--- src/rtl/gtob_seq_conv.sv ---
// Bit-serial Gray-to-binary decoder, MSB first, with valid/ready on both sides.
// Optional step check (successive accepted codes one bit apart) enabled by GTOB_STEP_CHECK_EN.
module gtob_seq_conv #(
    parameter int WIDTH = 4
) (
    input  logic             clk,
    input  logic             rst,
    input  logic             in_valid,
    output logic             in_ready,
    input  logic [WIDTH-1:0] gray,
    output logic             out_valid,
    input  logic             out_ready,
    output logic [WIDTH-1:0] bin,
    output logic             busy,
    output logic             step_err
);

    localparam int IW = $clog2(WIDTH);

    typedef enum logic [1:0] {
        S_IDLE,
        S_CONV,
        S_DONE
    } state_t;

    state_t           state_q, state_d;
    logic [WIDTH-1:0] shadow_q, shadow_d;
    logic [WIDTH-1:0] bin_q, bin_d;
    logic [IW-1:0]    idx_q, idx_d;
    logic             out_valid_q, out_valid_d;

    always_comb begin
        state_d     = state_q;
        shadow_d    = shadow_q;
        bin_d       = bin_q;
        idx_d       = idx_q;
        out_valid_d = out_valid_q;
        case (state_q)
            S_IDLE: begin
                if (in_valid) begin
                    shadow_d = gray;
                    bin_d    = {gray[WIDTH-1], {(WIDTH-1){1'b0}}};
                    idx_d    = IW'(WIDTH - 2);
                    state_d  = S_CONV;
                end
            end
            S_CONV: begin
                // Each bit folds the already-decoded bit above it with its own Gray bit.
                bin_d[idx_q] = bin_q[idx_q + 1'b1] ^ shadow_q[idx_q];
                if (idx_q == '0) begin
                    state_d     = S_DONE;
                    out_valid_d = 1'b1;
                end else begin
                    idx_d = idx_q - 1'b1;
                end
            end
            S_DONE: begin
                if (out_ready) begin
                    out_valid_d = 1'b0;
                    state_d     = S_IDLE;
                end
            end
            default: state_d = S_IDLE;
        endcase
    end

    always_ff @(posedge clk) begin
        if (rst) begin
            state_q     <= S_IDLE;
            shadow_q    <= '0;
            bin_q       <= '0;
            idx_q       <= '0;
            out_valid_q <= 1'b0;
        end else begin
            state_q     <= state_d;
            shadow_q    <= shadow_d;
            bin_q       <= bin_d;
            idx_q       <= idx_d;
            out_valid_q <= out_valid_d;
        end
    end

    assign in_ready  = (state_q == S_IDLE);
    assign busy      = (state_q != S_IDLE);
    assign out_valid = out_valid_q;
    assign bin       = bin_q;

`ifdef GTOB_STEP_CHECK_EN
    logic [WIDTH-1:0] prev_q, prev_d;
    logic             first_q, first_d;
    logic             pend_q, pend_d;
    logic             step_err_q, step_err_d;
    logic             accept;
    logic             last_step;

    always_comb begin
        accept     = (state_q == S_IDLE) && in_valid;
        last_step  = (state_q == S_CONV) && (idx_q == '0);
        prev_d     = prev_q;
        first_d    = first_q;
        pend_d     = pend_q;
        step_err_d = step_err_q;
        // The verdict is taken at accept but only published when the result appears.
        if (accept) begin
            pend_d  = !first_q && ($countones(gray ^ prev_q) != 1);
            prev_d  = gray;
            first_d = 1'b0;
        end
        if (last_step) begin
            step_err_d = pend_q;
        end else if ((state_q == S_DONE) && out_ready) begin
            step_err_d = 1'b0;
        end
    end

    always_ff @(posedge clk) begin
        if (rst) begin
            prev_q     <= '0;
            first_q    <= 1'b1;
            pend_q     <= 1'b0;
            step_err_q <= 1'b0;
        end else begin
            prev_q     <= prev_d;
            first_q    <= first_d;
            pend_q     <= pend_d;
            step_err_q <= step_err_d;
        end
    end

    assign step_err = step_err_q;
`else
    assign step_err = 1'b0;
`endif

endmodule

--- config.mk ---
export PLATFORM = sky130hd
export DESIGN_NAME = gtob_seq_conv
export DESIGN_NICKNAME = d
export VERILOG_FILES = /design/src/rtl/gtob_seq_conv.sv
export SDC_FILE = /design/constraint.sdc
export NUM_CORES = 1
export LEC_CHECK = 0
export BUFFER_PORTS_ARGS = -buffer_cell sky130_fd_sc_hd__buf_4
export CORE_ASPECT_RATIO = 0.8
export CORE_MARGIN = 2
export CORE_UTILIZATION = 45
export DETAILED_ROUTE_END_ITERATION = 6
export PLACE_DENSITY = 0.68
export RECOVER_POWER = 100
export SYNTH_ARGS = -nofsm -noshare
export SYNTH_HDL_FRONTEND = slang
export SYNTH_SLANG_ARGS = --single-unit
--- constraint.sdc ---
create_clock -name clk -period 2.16 [get_ports clk]
set_clock_uncertainty 0.2 [all_clocks]
set_input_delay 0.216 -clock clk [delete_from_list [all_inputs] [get_ports clk]]
set_output_delay 0.216 -clock clk [all_outputs]
set_load 0.01 [all_outputs]
==> flow_summary.toml, run 1 <==
[global_routing]
grt_pass1_wl_um = 2550
grt_max_degree = 14
antenna_found_initial = 0
track_usage = 0.181
overflow = 0
grt_pass1_vias = 571

[clock_network]
cts_buffers = 3
clkTransAtPathRegs_ns = 0.08
root_buffer = "clkbuf_4"
cts_resized = 0
clk_latency_ns = 0.27
clockBufferDepth = 2
clkSinkCount = 13
h-tree-depth = 1
cts_tree = "done"
cts_hold_buf = 4
postCtsSetupBuffers = 0

[setup_path]
reg2reg_to = "bin[1]$_SDFFE_PP0P_"
worstSetupStartpointType = "flop"
required_ns = 2.13
worst-setup-path-type = "reg2reg"
reg2reg_depth = 5
reg2reg_setup_slack_ns = 0.24
r2r_start = "idx_q[1]$_SDFFE_PP0P_"
cp.arrival_ns = 1.90
crit_path_end_kind = "flop"
crit_fanout = 4

[placed_design]
hpwlAfterDp_um = 1090
dp_cells = 112
placed_area_um2 = 870
place_congestion = 0.825
port_buffers = 14
dp_slack_ns = 0.235

[finish]
area_growth_pct = 19.0
final_area_um2 = 892
fill_cells = 159
layout_commonest_cell = "dfxtp_1"
finalNonFillerCells = 120
final_nets = 111
seq_area_um2 = 260
n_antenna_cell = 0
multi_input_area_um2 = 433
final_cell_mix = "dfxtp_1, nor2_1, clkbuf_1, buf_4"
layout-drive-gt1-share = 0.204
finalCoreUtilization = 0.560

[sta]
tns_ns = 0
max_freq_mhz = 519
holdWs_ns = 0.0159
setup_viol = 0
slew_headroom = 0.483
rsz0062_at_grt = "no"
timing.final.hold_violations = 0
maxSlewViolCount = 0
fin_crit_ns = 1.92
min_period_over_period = 0.891
fin_ws_ns = 0.235
worst_pin_slew_ns = 0.775

[power]
p_leak_nw = 0.364
vdd_drop_max_mv = 0.395
pwr_density_cell_nw_per_um2 = 690
p_total_mw = 0.616

[synth]
synth_top_area_cell = "dfxtp_1"
syn_area_um2 = 749
synth_warnings = 0
yosysUniqueCellTypes = 29
syn_inst = 79
ys_seq_area_frac = 0.347
avgSynthCellArea_um2 = 9.49
ys_seq_elements = 13
netlist.area_leader.share = 0.347
syn-num-nets = 91
yosys-top-cells-area = "dfxtp_1, ha_1, a221oi_2, mux4_2, mux2i_1"

[floorplanning]
io_pins = 16
core_um2 = 1590
die_w_um = 49.6
dieArea_um2 = 2010
rows = 13
die_y_um = 40.5
initial_core_util = 0.470

[worst_hold_path]
hp-class = "in2reg"
hold_depth = 2
min_from = "rst"
hold_end = "bin[0]$_SDFFE_PP0P_"

[drt]
drt-initial-drc-count = 11
wl_um = 1550
vias_per_cell = 5.09
first_pass_iters = 4
vias = 611
drt-wirelength-per-cell_um = 12.9
ant_nets = 0
drcViolationCount = 0

[status]
outcome = "complete, no violations"

[flow_run]
max_cap_violations = 0
sequential cells by signal, indices dropped and copies added, names as in the netlist:
| signal | count |
|---|---|
| shadow_q | 4 |
| idx_q | 2 |
| bin | 4 |
| state_q | 2 |
| out_valid | 1 |
where the power goes:
group | internal [mW] | switching (mW) | leakage [nW] | total (mW)
Combinational | 0.0874 | 0.0886 | 0.242 | 0.176
Clock | 0.0715 | 0.0772 | 0.0150 | 0.149
Sequential | 0.263 | 0.0279 | 0.107 | 0.291
Total | 0.422 | 0.194 | 0.364 | 0.616
critical path, cell delays in order, from the launching register on:
cell and delay [ns]:
dfxtp_1 0.39, inv_1 0.09, ha_1 0.31, mux4_2 0.33, xnor2_2 0.20, a221oi_1 0.30
synth_stat cells:
cell	n
a21oi_1	3
a221oi_1	1
mux2_2	1
nor2b_1	5
o21ai_0	4
a31o_2	1
and2_1	2
nand2_1	5
a221oi_2	3
nor3_1	1
nor3b_2	1
mux4_2	2
buf_4	1
clkbuf_1	2
inv_1	5
nand2b_1	2
a311oi_2	1
buf_2	1
nor2_1	10
o21ba_2	1
and2_2	1
a2bb2oi_1	1
mux2i_1	4
a22oi_1	1
conb_1	1
or2b_1	1
xnor2_2	1
ha_1	4
dfxtp_1	13
cell type report:
class	instances	share of cell area
Clock buffer	4	0.0295
Inverter	5	0.0210
Multi-Input combinational cell	57	0.485
Sequential cell	13	0.292
Tap cell	22	0.0309
Timing Repair Buffer	19	0.142
routing by layer:
metal / track usage / wire length, um
met2: 0.297 / 717
met5: 0 / 0
met3: 0.0597 / 69
met4: 0.0972 / 33
met1: 0.217 / 733
worst max path at each step:
| stage | depth (start not counted) | end | startpoint |
|---|---|---|---|
| 6_report | 5 | bin[1]$_SDFFE_PP0P_ | idx_q[1]$_SDFFE_PP0P_ |
| 5_1_grt | 5 | bin[2]$_SDFFE_PP0P_ | idx_q[1]$_SDFFE_PP0P_ |
| 4_1_cts | 5 | bin[3]$_SDFFE_PP0P_ | idx_q[1]$_SDFFE_PP0P_ |
| 3_5_place_dp | 5 | bin[3]$_SDFFE_PP0P_ | idx_q[1]$_SDFFE_PP0P_ |
| 3_3_place_gp | 5 | bin[3]$_SDFFE_PP0P_ | idx_q[1]$_SDFFE_PP0P_ |
| 2_1_floorplan | 5 | bin[3]$_SDFFE_PP0P_ | idx_q[0]$_SDFFE_PP0P_ |
logic make-up after synthesis:
logic type	after synthesis	share of synthesized area
compound gates	16	0.185
xor+xnor	1	0.0217
fa+ha+maj	4	0.0668
buf+inv	9	0.0518
flops	13	0.347
mux	7	0.129
other cells	1	0.00500
simple gates	28	0.194
(Power assumes the default switching activity.)
==> run 2: changes to the inputs <==
--- a/config.mk
+++ b/config.mk
@@ -6,11 +6,10 @@
 export NUM_CORES = 1
 export LEC_CHECK = 0
 export BUFFER_PORTS_ARGS = -buffer_cell sky130_fd_sc_hd__buf_4
-export CORE_ASPECT_RATIO = 0.8
 export CORE_MARGIN = 2
-export CORE_UTILIZATION = 45
+export CORE_UTILIZATION = 51
 export DETAILED_ROUTE_END_ITERATION = 6
-export PLACE_DENSITY = 0.68
+export PLACE_DENSITY = 0.75
 export RECOVER_POWER = 100
 export SYNTH_ARGS = -nofsm -noshare
 export SYNTH_HDL_FRONTEND = slang
==> run 2 against run 1 <==
The run now ends with hold timing left. Core utilization increased by 9.5 points. Cell count decreased by 6.7%. Sequential power about the same. Total power increased by 0.62%. Clock power increased by 5%. Clock-buffer cell count unchanged. Critical path depth unchanged. Fmax increased by 2.9%. Worst hold slack got worse by 0.018 ns. Combinational power about the same. Critical endpoint is now bin[2]$_SDFFE_PP0P_. Largest power group unchanged. Highest routed layer unchanged.
==> flow_summary.toml, run 2 (same netlist as run 1, synthesis figures left out) <==
[clock_network]
clk_latency_ns = 0.28
cts_buffers = 3
root_buffer = "clkbuf_4"
clkSinkCount = 13
clkTransAtPathRegs_ns = 0.08
clockBufferDepth = 2
cts_hold_buf = 3
h-tree-depth = 1
postCtsSetupBuffers = 0
cts_resized = 0
cts_tree = "done"

[drt]
vias_per_cell = 5.54
drt-initial-drc-count = 13
first_pass_iters = 4
drt-wirelength-per-cell_um = 13.7
wl_um = 1540
ant_nets = 0
vias = 620
drcViolationCount = 0

[placed_design]
dp_slack_ns = 0.283
hpwlAfterDp_um = 1090
place_congestion = 0.799
port_buffers = 14
dp_cells = 105

[setup_path]
crit_path_end_kind = "flop"
worstSetupStartpointType = "flop"
reg2reg_to = "bin[2]$_SDFFE_PP0P_"
reg2reg_depth = 5
path_cells = "inv_1 > ha_1 > mux4_2 > xnor2_2 > a221oi_1"
worst-setup-path-type = "reg2reg"
required_ns = 2.15
cp.arrival_ns = 1.86
crit_fanout = 4
critPathSlowestCell = "dfxtp_1"
reg2reg_setup_slack_ns = 0.29
cpPeakStageDelay_ns = 0.39
r2r_start = "idx_q[1]$_SDFFE_PP0P_"

[finish]
finalNonFillerCells = 112
area_growth_pct = 16.5
layout_commonest_cell = "dfxtp_1"
layout-drive-gt1-share = 0.206
n_antenna_cell = 0
final_nets = 110
final_cell_mix = "dfxtp_1, nor2_1, clkbuf_1, buf_4"

[sta]
setup_viol = 0
timing.final.hold_violations = 1
slew_headroom = 0.489
fin_crit_ns = 1.87
fin_ws_ns = 0.290
rsz0062_at_grt = "no"
holdWs_ns = -0.00190
maxSlewViolCount = 0
max_freq_mhz = 535
min_period_over_period = 0.866
tns_ns = 0
worst_pin_slew_ns = 0.764

[power]
p_total_mw = 0.619
pwr_density_cell_nw_per_um2 = 709
vdd_drop_max_mv = 0.373
p_leak_nw = 0.360

[floorplanning]
dieArea_um2 = 1790
initial_core_util = 0.562
die_y_um = 42.3
rows = 13
io_pins = 16
core_um2 = 1330
die_w_um = 42.3

[worst_hold_path]
hold_end = "bin[0]$_SDFFE_PP0P_"
hold_depth = 2
hp-class = "in2reg"
min_from = "rst"

[global_routing]
antenna_found_initial = 0
grt_pass1_vias = 560
grt_max_degree = 14
grt_pass1_wl_um = 2490
track_usage = 0.187
overflow = 0

[status]
outcome = "complete, but fails checks"
violations = "hold timing"

[flow_run]
max_cap_violations = 0
## run 2: cell count changes in the layout (fill, tap and decap cells not counted), sizes merged
cell / change
dlygate4sd3: -1
## run 2: layout make-up
type | count | area, um^2
multi-input cells | 57 | 433
inverters | 5 | 18.8
repair buffers | 18 | 116
fillers | 129 | 460
clock buffers | 4 | 26.3
flip-flops and latches | 13 | 260
well taps | 15 | 18.8
## run 2: where the power goes
part	leakage, nW	internal, mW	switching (mW)
registers	0.107	0.263	0.0272
logic	0.238	0.0862	0.0875
clock network	0.0150	0.0717	0.0839
total	0.360	0.421	0.199
## run 2: layer usage
layer,vias to the layer above,track usage,share of wire
met3,6,0.0560,0.072
met2,22,0.277,0.44
li1,307,-,-
met5,-,0,0
met4,0,0.0938,0.027
met1,285,0.243,0.46
## run 2: worst max path at each step
stage	startpoint	to	depth (start not counted)	slack (ns)
global route	idx_q[1]$_SDFFE_PP0P_	bin[1]$_SDFFE_PP0P_	5	0.16
detailed placement	idx_q[1]$_SDFFE_PP0P_	bin[3]$_SDFFE_PP0P_	5	0.28
CTS	idx_q[1]$_SDFFE_PP0P_	bin[3]$_SDFFE_PP0P_	5	0.28
global placement	idx_q[1]$_SDFFE_PP0P_	bin[3]$_SDFFE_PP0P_	5	0.34
floorplan	idx_q[0]$_SDFFE_PP0P_	bin[3]$_SDFFE_PP0P_	5	0.25
finish	idx_q[1]$_SDFFE_PP0P_	bin[2]$_SDFFE_PP0P_	5	0.29
## run 2: through the flow
stage                      util  cell area [um^2]
after floorplan               -               749
after global placement    0.645               861
after detailed placement  0.645               861
after CTS                 0.688               917
after global routing      0.655               873
final                     0.655               873
## run 2: worst max-delay path, delay by kind of cell, from the launching register on
kind / cells / cell delay [ns]
flops: 1 / 0.39
fa+ha+maj: 1 / 0.30
buf+inv: 1 / 0.10
compound gates: 1 / 0.29
xor+xnor: 1 / 0.19
mux: 1 / 0.33
